===== config.mk =====
export PLATFORM = sky130hd
export DESIGN_NAME = control_unit
export DESIGN_NICKNAME = d
export VERILOG_FILES = /design/src/rtl/control_unit_pkg.sv /design/src/rtl/control_unit.sv
export SDC_FILE = /design/constraint.sdc
export NUM_CORES = 1
export LEC_CHECK = 0
export CAP_MARGIN = 40
export CORE_AREA = 2 2 39 41
export CTS_BUF_LIST = sky130_fd_sc_hd__clkbuf_8
export DETAILED_ROUTE_END_ITERATION = 8
export DIE_AREA = 0 0 41 43
export DONT_BUFFER_PORTS = 1
export MAX_ROUTING_LAYER = met4
export PLACE_DENSITY = 0.36
export RECOVER_POWER = 25
export SYNTH_ARGS = -nofsm -noshare
export SYNTH_HDL_FRONTEND = slang
export SYNTH_SLANG_ARGS = --single-unit

===== constraint.sdc =====
create_clock -name clk -period 1.45 [get_ports clk]
set_clock_uncertainty 0.05 [all_clocks]
set_input_delay 0.29 -clock clk [delete_from_list [all_inputs] [get_ports clk]]
set_output_delay 0.29 -clock clk [all_outputs]
set_load 0.01 [all_outputs]

===== src/rtl/control_unit_pkg.sv =====
// ---------------------------------------------------------------------------
// control_unit_pkg
// Shared encodings for the copperv control unit: instruction classes produced
// by the decoder, sequencer state encoding, writeback source selects and the
// PC next-value select. Two helper functions classify instruction types so
// the sequencer and anything else in the core agree on which types write rd.
// ---------------------------------------------------------------------------
package control_unit_pkg;

    localparam int INST_TYPE_WIDTH = 3;

    // Instruction classes from the decoder; code 3'd7 is unassigned and is
    // handled as an illegal instruction.
    localparam logic [INST_TYPE_WIDTH-1:0] INST_TYPE_IMM     = 3'd0;
    localparam logic [INST_TYPE_WIDTH-1:0] INST_TYPE_INT_IMM = 3'd1;
    localparam logic [INST_TYPE_WIDTH-1:0] INST_TYPE_INT_REG = 3'd2;
    localparam logic [INST_TYPE_WIDTH-1:0] INST_TYPE_BRANCH  = 3'd3;
    localparam logic [INST_TYPE_WIDTH-1:0] INST_TYPE_STORE   = 3'd4;
    localparam logic [INST_TYPE_WIDTH-1:0] INST_TYPE_JAL     = 3'd5;
    localparam logic [INST_TYPE_WIDTH-1:0] INST_TYPE_AUIPC   = 3'd6;

    typedef enum logic [2:0] {
        ST_RESET      = 3'd0,
        ST_FETCH      = 3'd1,
        ST_FETCH_WAIT = 3'd2,
        ST_DECODE     = 3'd3,
        ST_EXEC       = 3'd4,
        ST_MEM        = 3'd5,
        ST_MEM_WAIT   = 3'd6,
        ST_WB         = 3'd7
    } state_e;

    localparam logic [1:0] RD_DIN_ALU = 2'd0;
    localparam logic [1:0] RD_DIN_IMM = 2'd1;
    localparam logic [1:0] RD_DIN_PC4 = 2'd2;

    localparam logic PC_NEXT_PC4 = 1'b0;
    localparam logic PC_NEXT_IMM = 1'b1;

    // True for instruction classes that produce a register-file result.
    function automatic logic writes_rd(input logic [INST_TYPE_WIDTH-1:0] t);
        case (t)
            INST_TYPE_IMM, INST_TYPE_AUIPC, INST_TYPE_INT_IMM,
            INST_TYPE_INT_REG, INST_TYPE_JAL: writes_rd = 1'b1;
            default:                          writes_rd = 1'b0;
        endcase
    endfunction

    // True for every class the sequencer knows how to execute.
    function automatic logic is_known_type(input logic [INST_TYPE_WIDTH-1:0] t);
        case (t)
            INST_TYPE_IMM, INST_TYPE_INT_IMM, INST_TYPE_INT_REG,
            INST_TYPE_BRANCH, INST_TYPE_STORE, INST_TYPE_JAL,
            INST_TYPE_AUIPC: is_known_type = 1'b1;
            default:         is_known_type = 1'b0;
        endcase
    endfunction

endpackage


===== src/rtl/control_unit.sv =====
// ---------------------------------------------------------------------------
// control_unit
// Multi-cycle sequencer for the copperv core. Fetches an instruction over the
// instruction-read bus, then steps it through DECODE, EXEC, an optional
// store (MEM/MEM_WAIT) and WB, where the PC and register file are updated.
//
// Ports:
//   clk, rst            core clock, asynchronous active-high reset
//   inst_type_i         instruction class from the decoder
//   alu_comp_i          branch condition from the ALU (sampled in EXEC)
//   ir_addr_valid_o     fetch address request    / ir_addr_ready_i accept
//   ir_data_valid_i     fetched instruction present (taken in FETCH_WAIT)
//   inst_fetch_o        one-cycle IR load strobe
//   dw_valid_o          store request            / dw_ready_i accept
//   dw_resp_valid_i     store completion response
//   pc_en_o             PC update strobe (WB)
//   pc_next_sel_o       0 = PC+4, 1 = PC+imm
//   rd_en_o             register-file write strobe (WB)
//   rd_din_sel_o        writeback source (ALU / IMM / PC4)
//   alu_din1_sel_o      0 = rs1, 1 = PC
//   alu_din2_sel_o      0 = rs2, 1 = imm
//   illegal_inst_o      pulse in WB for an unrecognised instruction class
// ---------------------------------------------------------------------------
module control_unit
    import control_unit_pkg::*;
(
    input  logic                       clk,
    input  logic                       rst,
    input  logic [INST_TYPE_WIDTH-1:0] inst_type_i,
    input  logic                       alu_comp_i,
    output logic                       ir_addr_valid_o,
    input  logic                       ir_addr_ready_i,
    input  logic                       ir_data_valid_i,
    output logic                       inst_fetch_o,
    output logic                       dw_valid_o,
    input  logic                       dw_ready_i,
    input  logic                       dw_resp_valid_i,
    output logic                       pc_en_o,
    output logic                       pc_next_sel_o,
    output logic                       rd_en_o,
    output logic [1:0]                 rd_din_sel_o,
    output logic                       alu_din1_sel_o,
    output logic                       alu_din2_sel_o,
    output logic                       illegal_inst_o
);

    state_e state_q, state_d;
    logic   taken_q, taken_d;

    // State and branch-taken registers. Reset is asynchronous so the bus
    // valids, which decode straight from state, drop the moment rst rises.
    always_ff @(posedge clk or posedge rst) begin
        if (rst) begin
            state_q <= ST_RESET;
            taken_q <= 1'b0;
        end else begin
            state_q <= state_d;
            taken_q <= taken_d;
        end
    end

    // Next-state logic. Each wait state only looks at the handshake input it
    // is waiting for, so stray responses in other states are simply ignored.
    // The branch decision is captured in EXEC, the only cycle alu_comp_i is
    // meaningful, and carried to WB in taken_q.
    always_comb begin
        state_d = state_q;
        taken_d = taken_q;
        case (state_q)
            ST_RESET:      state_d = ST_FETCH;
            ST_FETCH:      if (ir_addr_ready_i) state_d = ST_FETCH_WAIT;
            ST_FETCH_WAIT: if (ir_data_valid_i) state_d = ST_DECODE;
            ST_DECODE:     state_d = ST_EXEC;
            ST_EXEC: begin
                taken_d = (inst_type_i == INST_TYPE_BRANCH) && alu_comp_i;
                state_d = (inst_type_i == INST_TYPE_STORE) ? ST_MEM : ST_WB;
            end
            ST_MEM:        if (dw_ready_i) state_d = ST_MEM_WAIT;
            ST_MEM_WAIT:   if (dw_resp_valid_i) state_d = ST_WB;
            ST_WB:         state_d = ST_FETCH;
            default:       state_d = ST_RESET;
        endcase
    end

    // Output decode. Valids depend on state only, never on the ready they
    // wait for. Operand selects follow inst_type_i for the whole instruction
    // but are forced to zero in RESET so every output is quiet under reset.
    always_comb begin
        ir_addr_valid_o = (state_q == ST_FETCH);
        inst_fetch_o    = (state_q == ST_FETCH_WAIT) && ir_data_valid_i;
        dw_valid_o      = (state_q == ST_MEM);
        pc_en_o         = 1'b0;
        pc_next_sel_o   = PC_NEXT_PC4;
        rd_en_o         = 1'b0;
        illegal_inst_o  = 1'b0;
        rd_din_sel_o    = RD_DIN_ALU;
        alu_din1_sel_o  = 1'b0;
        alu_din2_sel_o  = 1'b0;

        if (state_q == ST_WB) begin
            pc_en_o        = 1'b1;
            rd_en_o        = writes_rd(inst_type_i);
            illegal_inst_o = !is_known_type(inst_type_i);
            if ((inst_type_i == INST_TYPE_JAL) ||
                ((inst_type_i == INST_TYPE_BRANCH) && taken_q))
                pc_next_sel_o = PC_NEXT_IMM;
        end

        if (state_q != ST_RESET) begin
            case (inst_type_i)
                INST_TYPE_IMM:     rd_din_sel_o = RD_DIN_IMM;
                INST_TYPE_INT_IMM: alu_din2_sel_o = 1'b1;
                INST_TYPE_STORE:   alu_din2_sel_o = 1'b1;
                INST_TYPE_JAL: begin
                    rd_din_sel_o   = RD_DIN_PC4;
                    alu_din1_sel_o = 1'b1;
                    alu_din2_sel_o = 1'b1;
                end
                INST_TYPE_AUIPC: begin
                    alu_din1_sel_o = 1'b1;
                    alu_din2_sel_o = 1'b1;
                end
                default: ;
            endcase
        end
    end

endmodule


==> run summary <==
RUN STATUS
-------------------------------------------------------------------------------------
Status                                                                   complete, but fails checks
Failing checks                                                           setup timing

SYNTHESIS
-------------------------------------------------------------------------------------
Top area cells in the synthesized netlist                                sky130_fd_sc_hd__dfrtp_1 (30%), sky130_fd_sc_hd__nor2_1 (6.6%), sky130_fd_sc_hd__mux2i_1 (5.9%)
Count of cell types in the netlist                                                 23
Syn avg cell area                                                            7.54 µm²
Nets in the synthesized netlist                                                    55
Portion of the post-synthesis area used by sequential elements                  0.295
Post-synthesis register bit count                                                   4
Warnings from Yosys                                                                 0
Leading area contributor after synthesis                                 sky130_fd_sc_hd__dfrtp_1
Fraction of post-synthesis cell area in the top cell type by area               0.295
Mapped cell area                                                              339 µm²
Synthesized instance count                                                         45

FINISH
-------------------------------------------------------------------------------------
Layout-stage area growth over the synthesis result                              53.1%
Seq. cell area                                                                104 µm²
Post-layout instance count excluding filler cells                                  69
Share of layout cells above drive strength 1                                    0.509
Most used cells in the layout excluding fill and tap cells               sky130_fd_sc_hd__buf_4 (5), sky130_fd_sc_hd__nand2_1 (4)
NumNets Final                                                                      65
Area used by multi-input combinational logic                                  269 µm²
FILL cells                                                                        149
Final Cell Area                                                               519 µm²
Most frequent standard cell in the layout excluding fill and tap cells   sky130_fd_sc_hd__buf_4
Number of diodes added for antenna fixing                                           0

FLOORPLAN
-------------------------------------------------------------------------------------
Overall die height                                                              43 µm
Die ar.                                                                   0.00176 mm²
Placement Rows                                                                     14
Ports                                                                              21
Horizontal extent of the die                                                    41 µm
Initial Util                                                                    0.245
Floorplan core area                                                       0.00138 mm²

GLOBAL ROUTING
-------------------------------------------------------------------------------------
Top Usage Layer GRT                                                              met2
Global-route wire length before repair                                        1550 µm
GRT Util Overall                                                                0.142
Met2 GRT Util                                                                   0.181
Number of global-route vias before repair                                         330
Total gr overflow                                                                   0
Met3 usage in global routing                                                   0.0314
Number of antenna violations at the first check in global routing                   0
GRT met1 Usage                                                                  0.180
Largest net degree at the start of global routing                                  11

TIMING
-------------------------------------------------------------------------------------
Maximum frequency from static timing analysis                               0.687 GHz
Normalized max-slew margin                                                      0.874
Number of failing setup endpoints in the final timing report                        1
Number of pins with negative max-slew slack in the final report                     0
Final setup TNS                                                           -0.00652 ns
Crit share post-route                                                            1.00
Hold Violations, Final                                                              0
Worst slew pin tran                                                          0.184 ns
Final worst setup slack                                                   -0.00652 ns
Minimum clock period                                                          1.46 ns
RSZ-0062 raised after global routing                                              yes

POWER
-------------------------------------------------------------------------------------
Pwr/cell area                                                             2080 mW/mm²
Peak supply drop                                                             0.684 mV
LEAKAGE                                                                      0.230 nW

CRITICAL PATH
-------------------------------------------------------------------------------------
Slowest Stage Delay on Critical Path                                          0.42 ns
Launching element type of the critical path                                      flop
Required time at the endpoint of the critical path                            1.11 ns
Chain of cells forming the critical path                                 buf_4 > inv_1 > and4_4
Dominant delay contributor by cell family on the critical path             flip-flops
Crit path DAT                                                                 1.12 ns
Worst Setup Path Type                                                      reg -> out
Capturing point of the worst reg2reg path                                     taken_q
Register-to-Register Path Depth                                                     4
Reg2Reg Launch Point                                                       state_q[0]
Critical path endpoint category                                           output port
Crit-path slowest cell                                                   sky130_fd_sc_hd__dfrtp_2
Critical path buffers and inverters                                                 2
Largest driver fanout on the critical path                                          6
Worst-case register-to-register setup slack                                   0.22 ns

PLACED DESIGN
-------------------------------------------------------------------------------------
Final weighted congestion in routability-driven placement                       0.777
Detailed placer's ending HPWL                                                  680 µm
Placed standard-cell area                                                     387 µm²
IO buf count                                                                        0
DP Cell Count                                                                      64

FLOW RUN
-------------------------------------------------------------------------------------
Max capacitance violation total                                                     0

CLOCKING
-------------------------------------------------------------------------------------
Clock-pin slew on the worst setup and hold paths                              0.03 ns
Worst-Skew Late Latency                                                       0.22 ns
Maximum count of clock buffers along a single path                                  2
Level count of the clock H-tree                                                     1
Root buf cell                                                            sky130_fd_sc_hd__clkbuf_8
CTS tree                                                                          yes
Total CTS buffers                                                                   3
Sinks on the clock net                                                              4

HOLD PATH
-------------------------------------------------------------------------------------
Instance count along the most critical hold path                                    2
Worst hold path class                                                       in -> reg
Worst min-delay path startpoint                                          ir_data_valid_i
Worst hold path endpoint                                                   state_q[0]

DRT
-------------------------------------------------------------------------------------
Drt first-iter violations                                                           2
Total detailed-routing wirelength                                              939 µm
Total number of vias                                                              345
First-pass DRT Iterations                                                           4
Residual antenna-violating net count after detailed routing                         0
Drt via density                                                                  5.00
Per-cell routed wire length                                                   13.6 µm
Number of DRC violations after detailed routing                                     0

-- cell type report --
class | instances | share of cell area
well taps | 16 | 0.0386
inverters | 4 | 0.0289
flip-flops and latches | 4 | 0.200
clock buffers | 3 | 0.0795
repair buffers | 8 | 0.135
multi-input cells | 34 | 0.518
-- Yosys cell counts --
cell,number
sky130_fd_sc_hd__a21oi_1,2
sky130_fd_sc_hd__a31oi_1,1
sky130_fd_sc_hd__and3_1,2
sky130_fd_sc_hd__and4_1,2
sky130_fd_sc_hd__and4b_1,1
sky130_fd_sc_hd__buf_2,1
sky130_fd_sc_hd__buf_4,1
sky130_fd_sc_hd__clkbuf_2,1
sky130_fd_sc_hd__dfrtp_1,4
sky130_fd_sc_hd__inv_1,4
sky130_fd_sc_hd__mux2_2,1
sky130_fd_sc_hd__mux2i_1,2
sky130_fd_sc_hd__nand2_1,4
sky130_fd_sc_hd__nand2b_1,2
sky130_fd_sc_hd__nand3_1,1
sky130_fd_sc_hd__nor2_1,6
sky130_fd_sc_hd__nor3_1,1
sky130_fd_sc_hd__nor3b_1,1
sky130_fd_sc_hd__nor4_1,1
sky130_fd_sc_hd__o21a_1,1
sky130_fd_sc_hd__o21ai_0,4
sky130_fd_sc_hd__xnor2_1,1
sky130_fd_sc_hd__xor2_1,1
-- repair_timing --
| action | in CTS | in global routing |
|---|---|---|
| pin swaps | 2 | 4 |
| gates resized for setup | 13 | 9 |
| endpoints found under the setup margin | 7 | 8 |
| hold buffers | 1 | 0 |
| endpoints found under the hold margin | 4 | 0 |
| setup buffers | 0 | 1 |
-- through the flow --
stage                     power, mW  utilization  worst slack, ns  hold WS (ns)
after floorplan               0.520            -            0.126       0.00608
after global placement        0.641        0.279            0.134        0.0319
after detailed placement      0.649        0.279           0.0979        0.0331
after CTS                      1.03        0.351          -0.0162         0.219
after global routing           1.17        0.375          -0.0367         0.237
final                          1.08        0.375         -0.00652         0.212
-- report_power, final --
part           switching (mW)  leakage (nW)  internal, mW  total (mW)
Combinational           0.309         0.163         0.286       0.596
Sequential             0.0720        0.0453         0.177       0.249
Clock                  0.0574        0.0216         0.177       0.234
Total                   0.438         0.230         0.641        1.08
-- worst max path at each step --
| stage | start | slack, ns | endpoint | depth (start not counted) |
|---|---|---|---|---|
| 6_report | state_q[0] | -0.007 | inst_fetch_o | 3 |
| 5_1_grt | state_q[0] | -0.04 | rd_din_sel_o[1] | 3 |
| 4_1_cts | state_q[0] | -0.02 | inst_fetch_o | 3 |
| 3_5_place_dp | state_q[2] | 0.1 | rd_din_sel_o[1] | 3 |
| 3_3_place_gp | state_q[2] | 0.13 | rd_din_sel_o[1] | 3 |
| 2_1_floorplan | state_q[2] | 0.13 | rd_en_o | 4 |
-- per-layer routing --
metal | wire, µm | vias to the layer above
met2 | 500 | 16
met1 | 397 | 157
met3 | 42 | 0
li1 | - | 172
met4 | 0 | 0
met5 | 0 | -
-- logic make-up after synthesis --
kind of cell,count (synthesis),synth area share
buf+inv,7,0.0959
mux,3,0.0923
compound gates,8,0.129
simple gates,21,0.336
flops,4,0.295
xor+xnor,2,0.0517
-- sequential cells by signal, summed over array words and instances (netlist names) --
signal   cells
state_q      3
taken_q      1
(Power assumes the default switching activity.)
